--- config.mk ---
export PLATFORM = sky130hd
export DESIGN_NAME = alu_operand_stage
export DESIGN_NICKNAME = d
export VERILOG_FILES = /design/src/rtl/alu_operand_stage_pkg.sv /design/src/rtl/alu_operand_stage_decode.sv /design/src/rtl/alu_operand_stage.sv
export SDC_FILE = /design/constraint.sdc
export NUM_CORES = 1
export LEC_CHECK = 0
export ABC_AREA = 0
export BUFFER_PORTS_ARGS = -buffer_cell sky130_fd_sc_hd__buf_2
export CORE_MARGIN = 2
export CORE_UTILIZATION = 47
export DETAILED_ROUTE_END_ITERATION = 8
export HOLD_SLACK_MARGIN = 0.02
export PLACE_DENSITY = 0.82
export SYNTH_ARGS = -nofsm -noshare
export SYNTH_HDL_FRONTEND = slang
export SYNTH_HIERARCHICAL = 1
export SYNTH_SLANG_ARGS = --single-unit
--- constraint.sdc ---
create_clock -name clk -period 2.8 [get_ports clk]
set_input_delay 0.14 -clock clk [delete_from_list [all_inputs] [get_ports clk]]
set_output_delay 0.14 -clock clk [all_outputs]
set_load 0.05 [all_outputs]
--- src/rtl/alu_operand_stage_pkg.sv ---
// Shared ALU opcode codes, RV32I major opcodes and the funct3 -> ALU opcode map.
package alu_operand_stage_pkg;

    // RV32I major opcodes (inst[6:0]) handled by the integer ALU path.
    localparam logic [6:0] OPC_OP     = 7'b0110011;
    localparam logic [6:0] OPC_OP_IMM = 7'b0010011;
    localparam logic [6:0] OPC_LUI    = 7'b0110111;
    localparam logic [6:0] OPC_AUIPC  = 7'b0010111;

    // ALU opcodes. Zero is reserved for "no operation" on illegal entries.
    localparam logic [5:0] ALU_OP_NONE            = 6'd0;
    localparam logic [5:0] ALU_OP_PLUS            = 6'd1;
    localparam logic [5:0] ALU_OP_SUB             = 6'd2;
    localparam logic [5:0] ALU_OP_SHIFT_LEFT      = 6'd3;
    localparam logic [5:0] ALU_OP_SET_LESS_THAN   = 6'd4;
    localparam logic [5:0] ALU_OP_SET_LESS_THAN_U = 6'd5;
    localparam logic [5:0] ALU_OP_XOR             = 6'd6;
    localparam logic [5:0] ALU_OP_SHIFT_RIGHT     = 6'd7;
    localparam logic [5:0] ALU_OP_SHIFT_RIGHT_A   = 6'd8;
    localparam logic [5:0] ALU_OP_OR              = 6'd9;
    localparam logic [5:0] ALU_OP_AND             = 6'd10;

    // funct3 map shared by OP and OP-IMM; b30 only selects SUB on the register form.
    function automatic logic [5:0] f3_to_alu_op(input logic [2:0] f3,
                                                input logic       b30,
                                                input logic       is_imm);
        case (f3)
            3'b000:  return (b30 && !is_imm) ? ALU_OP_SUB : ALU_OP_PLUS;
            3'b001:  return ALU_OP_SHIFT_LEFT;
            3'b010:  return ALU_OP_SET_LESS_THAN;
            3'b011:  return ALU_OP_SET_LESS_THAN_U;
            3'b100:  return ALU_OP_XOR;
            3'b101:  return b30 ? ALU_OP_SHIFT_RIGHT_A : ALU_OP_SHIFT_RIGHT;
            3'b110:  return ALU_OP_OR;
            default: return ALU_OP_AND;
        endcase
    endfunction

endpackage

--- src/rtl/alu_operand_stage_decode.sv ---
// Combinational ALU control decode: opcode selection and A/B operand conditioning.
module alu_ctrl_decode
    import alu_operand_stage_pkg::*;
#(
    parameter int DATA_WIDTH = 32
) (
    input  logic [31:0]           inst,
    input  logic [DATA_WIDTH-1:0] rs1_data,
    input  logic [DATA_WIDTH-1:0] rs2_data,
    input  logic [DATA_WIDTH-1:0] pc,
    output logic [5:0]            alu_op,
    output logic [DATA_WIDTH-1:0] A,
    output logic [DATA_WIDTH-1:0] B,
    output logic                  illegal
);

    logic [6:0]            opcode;
    logic [2:0]            f3;
    logic                  b30;
    logic                  is_shift;
    logic [DATA_WIDTH-1:0] imm_i;
    logic [DATA_WIDTH-1:0] imm_u;

    assign opcode   = inst[6:0];
    assign f3       = inst[14:12];
    assign b30      = inst[30];
    assign is_shift = (f3 == 3'b001) || (f3 == 3'b101);
    assign imm_i    = DATA_WIDTH'($signed(inst[31:20]));
    assign imm_u    = DATA_WIDTH'($signed({inst[31:12], 12'b0}));

    // Select opcode and operands per instruction class; unknown classes flow as illegal.
    always_comb begin
        // NOTE: every output gets a default first so no path through the case infers a latch.
        alu_op  = ALU_OP_NONE;
        A       = '0;
        B       = '0;
        illegal = 1'b0;
        case (opcode)
            OPC_OP: begin
                A      = rs1_data;
                B      = is_shift ? DATA_WIDTH'(rs2_data[4:0]) : rs2_data;
                alu_op = f3_to_alu_op(f3, b30, 1'b0);
            end
            OPC_OP_IMM: begin
                A      = rs1_data;
                B      = is_shift ? DATA_WIDTH'(inst[24:20]) : imm_i;
                alu_op = f3_to_alu_op(f3, b30, 1'b1);
            end
            OPC_LUI: begin
                B      = imm_u;
                alu_op = ALU_OP_PLUS;
            end
            OPC_AUIPC: begin
                A      = pc;
                B      = imm_u;
                alu_op = ALU_OP_PLUS;
            end
            default: illegal = 1'b1;
        endcase
    end

endmodule

--- src/rtl/alu_operand_stage.sv ---
// ALU operand issue stage: one-entry output register with valid/ready handshake.
module alu_operand_stage
    import alu_operand_stage_pkg::*;
#(
    parameter int DATA_WIDTH = 32
) (
    input  logic                  clk,
    input  logic                  reset,
    input  logic                  flush,
    input  logic                  in_valid,
    output logic                  in_ready,
    input  logic [31:0]           inst,
    input  logic [DATA_WIDTH-1:0] rs1_data,
    input  logic [DATA_WIDTH-1:0] rs2_data,
    input  logic [DATA_WIDTH-1:0] pc,
    output logic                  out_valid,
    input  logic                  out_ready,
    output logic                  alu_E,
    output logic [5:0]            alu_op,
    output logic [DATA_WIDTH-1:0] alu_A,
    output logic [DATA_WIDTH-1:0] alu_B,
    output logic [4:0]            rd,
    output logic                  illegal
);

    logic [5:0]            dec_op;
    logic [DATA_WIDTH-1:0] dec_a;
    logic [DATA_WIDTH-1:0] dec_b;
    logic                  dec_illegal;
    logic                  accept;

    alu_ctrl_decode #(.DATA_WIDTH(DATA_WIDTH)) u_decode (
        .inst     (inst),
        .rs1_data (rs1_data),
        .rs2_data (rs2_data),
        .pc       (pc),
        .alu_op   (dec_op),
        .A        (dec_a),
        .B        (dec_b),
        .illegal  (dec_illegal)
    );

    // The slot frees up whenever it is empty or being drained this cycle.
    assign in_ready = ~out_valid | out_ready;
    assign accept   = in_valid & in_ready & ~flush;
    assign alu_E    = out_valid & ~illegal;

    // Output register: reset > flush > accept > drain; data holds unless a new entry loads.
    always_ff @(posedge clk or posedge reset) begin
        if (reset) begin
            // NOTE: data registers are reset too, since outputs must read 0 straight out of reset.
            out_valid <= 1'b0;
            alu_op    <= '0;
            alu_A     <= '0;
            alu_B     <= '0;
            rd        <= '0;
            illegal   <= 1'b0;
        end else if (flush) begin
            // NOTE: non-blocking assignments keep every register sampling pre-edge values.
            out_valid <= 1'b0;
        end else if (accept) begin
            out_valid <= 1'b1;
            alu_op    <= dec_op;
            alu_A     <= dec_a;
            alu_B     <= dec_b;
            rd        <= inst[11:7];
            illegal   <= dec_illegal;
        end else if (out_ready) begin
            out_valid <= 1'b0;
        end
    end

endmodule

* Word-level counts from Yosys, hierarchy flattened
Cells that the tools add are included.
Cells by class: muxes and demuxes 13, bitwise gates (word level) 7, equality and inequality tests 10, reduce and logical (&&, ||, !) cells 7
Operator list (number):
- $pmux 32 s3 | 1
- $pmux 6 s7 | 2
- $mux 32 | 2
- $pmux 32 s2 | 1
- $pmux 6 s3 | 1
- $eq 7x5->1 const B | 2
- $eq 7x6->1 const B | 2
- $eq 3x3->1 const B | 3
- $eq 3x2->1 const B | 2
- $mux 1 | 4
- $mux 4 | 1
- $reduce_or 2->1 | 2
- $reduce_or 4->1 | 1
- $and 1x1->1 | 3
- $eq 3x1->1 const B | 1
- $logic_not 3->1 | 1
- $not 1->1 | 3
- $reduce_bool 3->1 | 1
- $mux 2 | 1
- $reduce_and 2->1 | 1
- $logic_or 1x1->1 | 1
- $or 1x1->1 | 1
Word-level totals: register bits after elaboration 77, input port bits 133, word-level logic and storage cells 43, output and inout port bits 79

* Longest topological paths before layout
word-level depth 6, gate-level depth with buffers 6, gate-level depth less buffers 4

* Modules after synthesis
Netlist, hierarchy kept.
By module, submodules not included:
- alu_operand_stage | sequential area each 1926.8 um2, times used 1, cells an instance 168, area an instance 2902.8 um2
- alu_ctrl_decode | sequential area each 0.0 um2, times used 1, cells an instance 252, area an instance 1395.1 um2

* Worst setup path after synthesis
OpenSTA, ideal clock, no wires.
path type reg-to-reg, from register out_valid, to register alu_A[0], path buffers 2, clock period less this slack 1.761 ns, setup slack 1.039 ns, stages on the path, launching flop included 6, required time 2.673 ns, data arrival time 1.633 ns, library setup time 0.127 ns, cells stage by stage dfrtp_1 -> nor2b_2 -> nor3b_4 -> buf_6 -> buf_6 -> mux2_1
On the way: cells in the longest elaborated chain, start to end 5
RTL lines:
- start: declaration | line alu_operand_stage.sv:16 | output logic out_valid,
- start signal: assignment | line alu_operand_stage.sv:52 | out_valid <= 1'b0;
- start signal: assignment | line alu_operand_stage.sv:60 | out_valid <= 1'b0;
- start signal: assignment | line alu_operand_stage.sv:62 | out_valid <= 1'b1;
- $not 1->1 | line alu_operand_stage.sv:44 | assign in_ready = ~out_valid | out_ready;
- $or 1x1->1 | line alu_operand_stage.sv:44
- $and 1x1->1 (2 in series) | line alu_operand_stage.sv:45 | assign accept = in_valid & in_ready & ~flush;
- $reduce_and 2->1 (no line)
- end signal: assignment | line alu_operand_stage.sv:54 | alu_A <= '0;
- end signal: assignment | line alu_operand_stage.sv:64 | alu_A <= dec_a;
- end: declaration | line alu_operand_stage.sv:20 | output logic [DATA_WIDTH-1:0] alu_A,
Every way passes these cells. A chain may end at the register's enable or synchronous reset.

* Worst setup path in the final report
from register out_valid, to register alu_B[15]
On the way: cells in the longest elaborated chain, start to end 5
RTL lines:
- $not 1->1 | line alu_operand_stage.sv:44
- $or 1x1->1 | line alu_operand_stage.sv:44
- $and 1x1->1 (2 in series) | line alu_operand_stage.sv:45
- $reduce_and 2->1 (no line)
- end signal: assignment | line alu_operand_stage.sv:55 | alu_B <= '0;
- end signal: assignment | line alu_operand_stage.sv:65 | alu_B <= dec_b;
- end: declaration | line alu_operand_stage.sv:21 | output logic [DATA_WIDTH-1:0] alu_B,
Every way passes these cells.

==> qor.csv <==
stage,metric,value,unit
run,Max Cap Viol,0,
logic_synthesis,Post-synth top cells,"dfrtp_1, a21oi_1, mux2_1",
finish,Total Nets Final,749,
floorplan,height of the die,99.6,um
logic_synthesis,Post-Syn Instances,420,
finish,design area,5610,sq um
sta,final hold slack,0.0393,ns
logic_synthesis,Async SR Flop Fraction,100,%
place,RePlAce Congestion,0.899,
floorplan,core area,8810,sq um
logic_synthesis,"Primary FF master, synth",dfrtp_1,
clocking,clock root buffer,clkbuf_8,
logic_synthesis,Yosys reg bits,77,
sta,Slew HR,26.2,%
detailed_routing,via count,3842,
setup_path,crit path kind,flip-flop to flip-flop,
finish,synthesis-to-finish area growth,30.5,%
floorplan,row cnt,34,
min_path,hold path cells,2,
global_route,GRT Overall Usage,23.1,%
setup_path,"Arr. time, crit path",2.05,ns
clocking,H-tree depth,3,
setup_path,R2R depth,4,
setup_path,CP required,3.01,ns
sta,setup TNS,0,ns
detailed_routing,Pre-antenna DRT Iters,5,
sta,Final Skew,0.00560,ns
sta,Final Critical Period,1.84,ns
logic_synthesis,"count leader, synth",dfrtp_1,
sta,Fin. Hold Viols,0,
floorplan,Starting Density,48.8,%
sta,fin crit share,65.7,%
clocking,worst-skew pair later-pin latency,0.33,ns
clocking,TritonCTS Buffers,9,
logic_synthesis,synthesized cell area,4300,sq um
power_and_ir_drop,worst vdd ir,355,uV
logic_synthesis,Synth top area share,44.8,%
logic_synthesis,"Avg Cell Area, Syn",10.2,sq um
detailed_routing,via/cell ratio,5.28,
clocking,Post-CTS Setup Inserts,0,
sta,RSZ-0062 raised after global routing,no,
finish,share of cells above drive strength 1,45.2,%
detailed_routing,per-cell routed wire length,15.5,um
global_route,largest net degree at the start of global routing,84,
sta,setup violators final,0,
setup_path,largest fanout on the critical path,50,
detailed_routing,Detailed Route WL,11300,um
logic_synthesis,Area contributors post-synth,"dfrtp_1, mux2_1, mux2_2",
power_and_ir_drop,total power,2.67,mW
setup_path,endpoint class of the critical path,flip-flop,
global_route,vias in the first global route,3894,
place,placed inst area,5340,sq um
clocking,Clock Pin Slew Worst Setup and Hold Paths,0.08,ns
clocking,clock sink count,77,
logic_synthesis,"Seq/Total Area, Yosys",44.8,%
clocking,clock buffer depth,2,
setup_path,crit start category,flip-flop,
logic_synthesis,"Warnings, synthesis",6,
finish,Layout Cells excl Fill,728,
logic_synthesis,Post-synth EDFFs,0,
global_route,first-pass GRT wire length,18400,um
place,Placed Cells incl. Taps,711,
clocking,CTS tree,built,
global_route,grt total ovfl,0,
logic_synthesis,Yosys cell types,33,
sta,max-slew violation count,0,
global_route,initial antenna violation count,0,
logic_synthesis,leading area contributor after synthesis,dfrtp_1,
detailed_routing,DR DRC count,0,
floorplan,Chip Width,99.6,um
clocking,Resize count post-CTS,0,
min_path,Min-Delay Path Class,input pin to flip-flop,
floorplan,IO Pins,212,
sta,Achievable Freq,543,MHz
detailed_routing,Final ANT Viol Nets,0,
finish,Fillers,739,
power_and_ir_drop,Pwr Density,476,nW/um^2
run_status,status,"finished, final reports clean",
sta,Worst-Margin Slew,1.10,ns
detailed_routing,DR iter-0 viols,151,
finish,number of diodes,0,
place,PortBufs,211,
floorplan,die area,9930,sq um
power_and_ir_drop,leak pwr,3.07,nW
place,post-detail-place hpwl,8460,um
## report_power, final
group | internal [mW] | total, mW | switching [mW]
Combinational | 0.189 | 0.494 | 0.306
Clock | 0.635 | 1.02 | 0.385
Sequential | 1.14 | 1.16 | 0.0161
## what timing repair did
item	in CTS	in global routing
endpoints found under the setup margin	0	0
hold buffers	2	0
hold endpoints to repair	21	0
## sequential cells by signal, indices dropped and copies added, names as in the netlist
register	count
alu_A	32
alu_B	32
alu_op	6
illegal	1
out_valid	1
rd	5
## cell usage in the layout, fill, tap and decap left out, types with 2 or more instances in the layout
| master | count |
|---|---|
| mux2_1 | 40 |
| buf_2 | 211 |
| mux2_2 | 36 |
| dlygate4sd3_1 | 2 |
| mux2i_1 | 12 |
| clkinv_2 | 2 |
| a21oi_1 | 54 |
| nor2b_2 | 3 |
| nor3_1 | 12 |
| inv_1 | 2 |
| buf_4 | 10 |
| nor2b_1 | 32 |
| conb_1 | 2 |
| clkbuf_8 | 11 |
| dfrtp_1 | 77 |
| a211oi_1 | 3 |
| bufinv_16 | 3 |
| nor2_1 | 36 |
| a211o_1 | 18 |
| nand2_1 | 39 |
## layout make-up
class | count | area, sq um | share of cell area, %
tap | 108 | 135 | 2.41
timing repair buffer | 223 | 1150 | 20.5
sequential | 77 | 1930 | 34.3
inverter | 3 | 12.5 | 0.223
clock buffer | 11 | 151 | 2.70
clock inverter | 4 | 95.1 | 1.69
multi-input combinational | 302 | 2140 | 38.1
## logic make-up (layout without fill, tap and decap cells)
| group | count (synthesis) | in the layout | share of synthesized area [%] |
|---|---|---|---|
| flops | 77 | 77 | 44.8 |
| buf+inv | 42 | 241 | 5.56 |
| mux | 88 | 88 | 22.7 |
| other cells | 1 | 2 | 0.0873 |
| simple gates | 131 | 131 | 15.1 |
| compound gates | 81 | 81 | 11.7 |
## path summary, 6_finish.rpt
check	from	to	slack [ns]
worst max-delay path	out_valid	alu_B[15]	0.96
worst max register to register	out_valid	alu_B[15]	0.96
min in group asynchronous	reset	alu_B[2]	0.32
worst min register to register	alu_A[3]	alu_A[3]	0.48
max in group asynchronous	reset	alu_A[22]	1.73
worst min-delay path	inst[10]	rd[3]	0.04
## critical path: stages, from the launching register on
cell	delay, ns
dfrtp_1	0.38
nor2b_2	0.18
nor3b_4	0.18
buf_4	0.55
mux2_2	0.40
## stage by stage
stage                     util [%]  worst slack (ns)
final                         63.7             0.959
after detailed placement      60.7             0.886
after CTS                     63.7             0.954
after global placement        60.7             0.969
after floorplan                  -             0.693
after global routing          63.7             0.853
## per-layer routing
metal / global-route usage (%) / up-vias / wire (um)
met4: 9.48 / 0 / 303
met5: 0 / - / 0
li1: - / 1848 / -
met1: 29.2 / 1807 / 4710
met2: 38.5 / 161 / 5500
met3: 5.06 / 26 / 766
No activity file was read; power rests on OpenSTA's default activity.
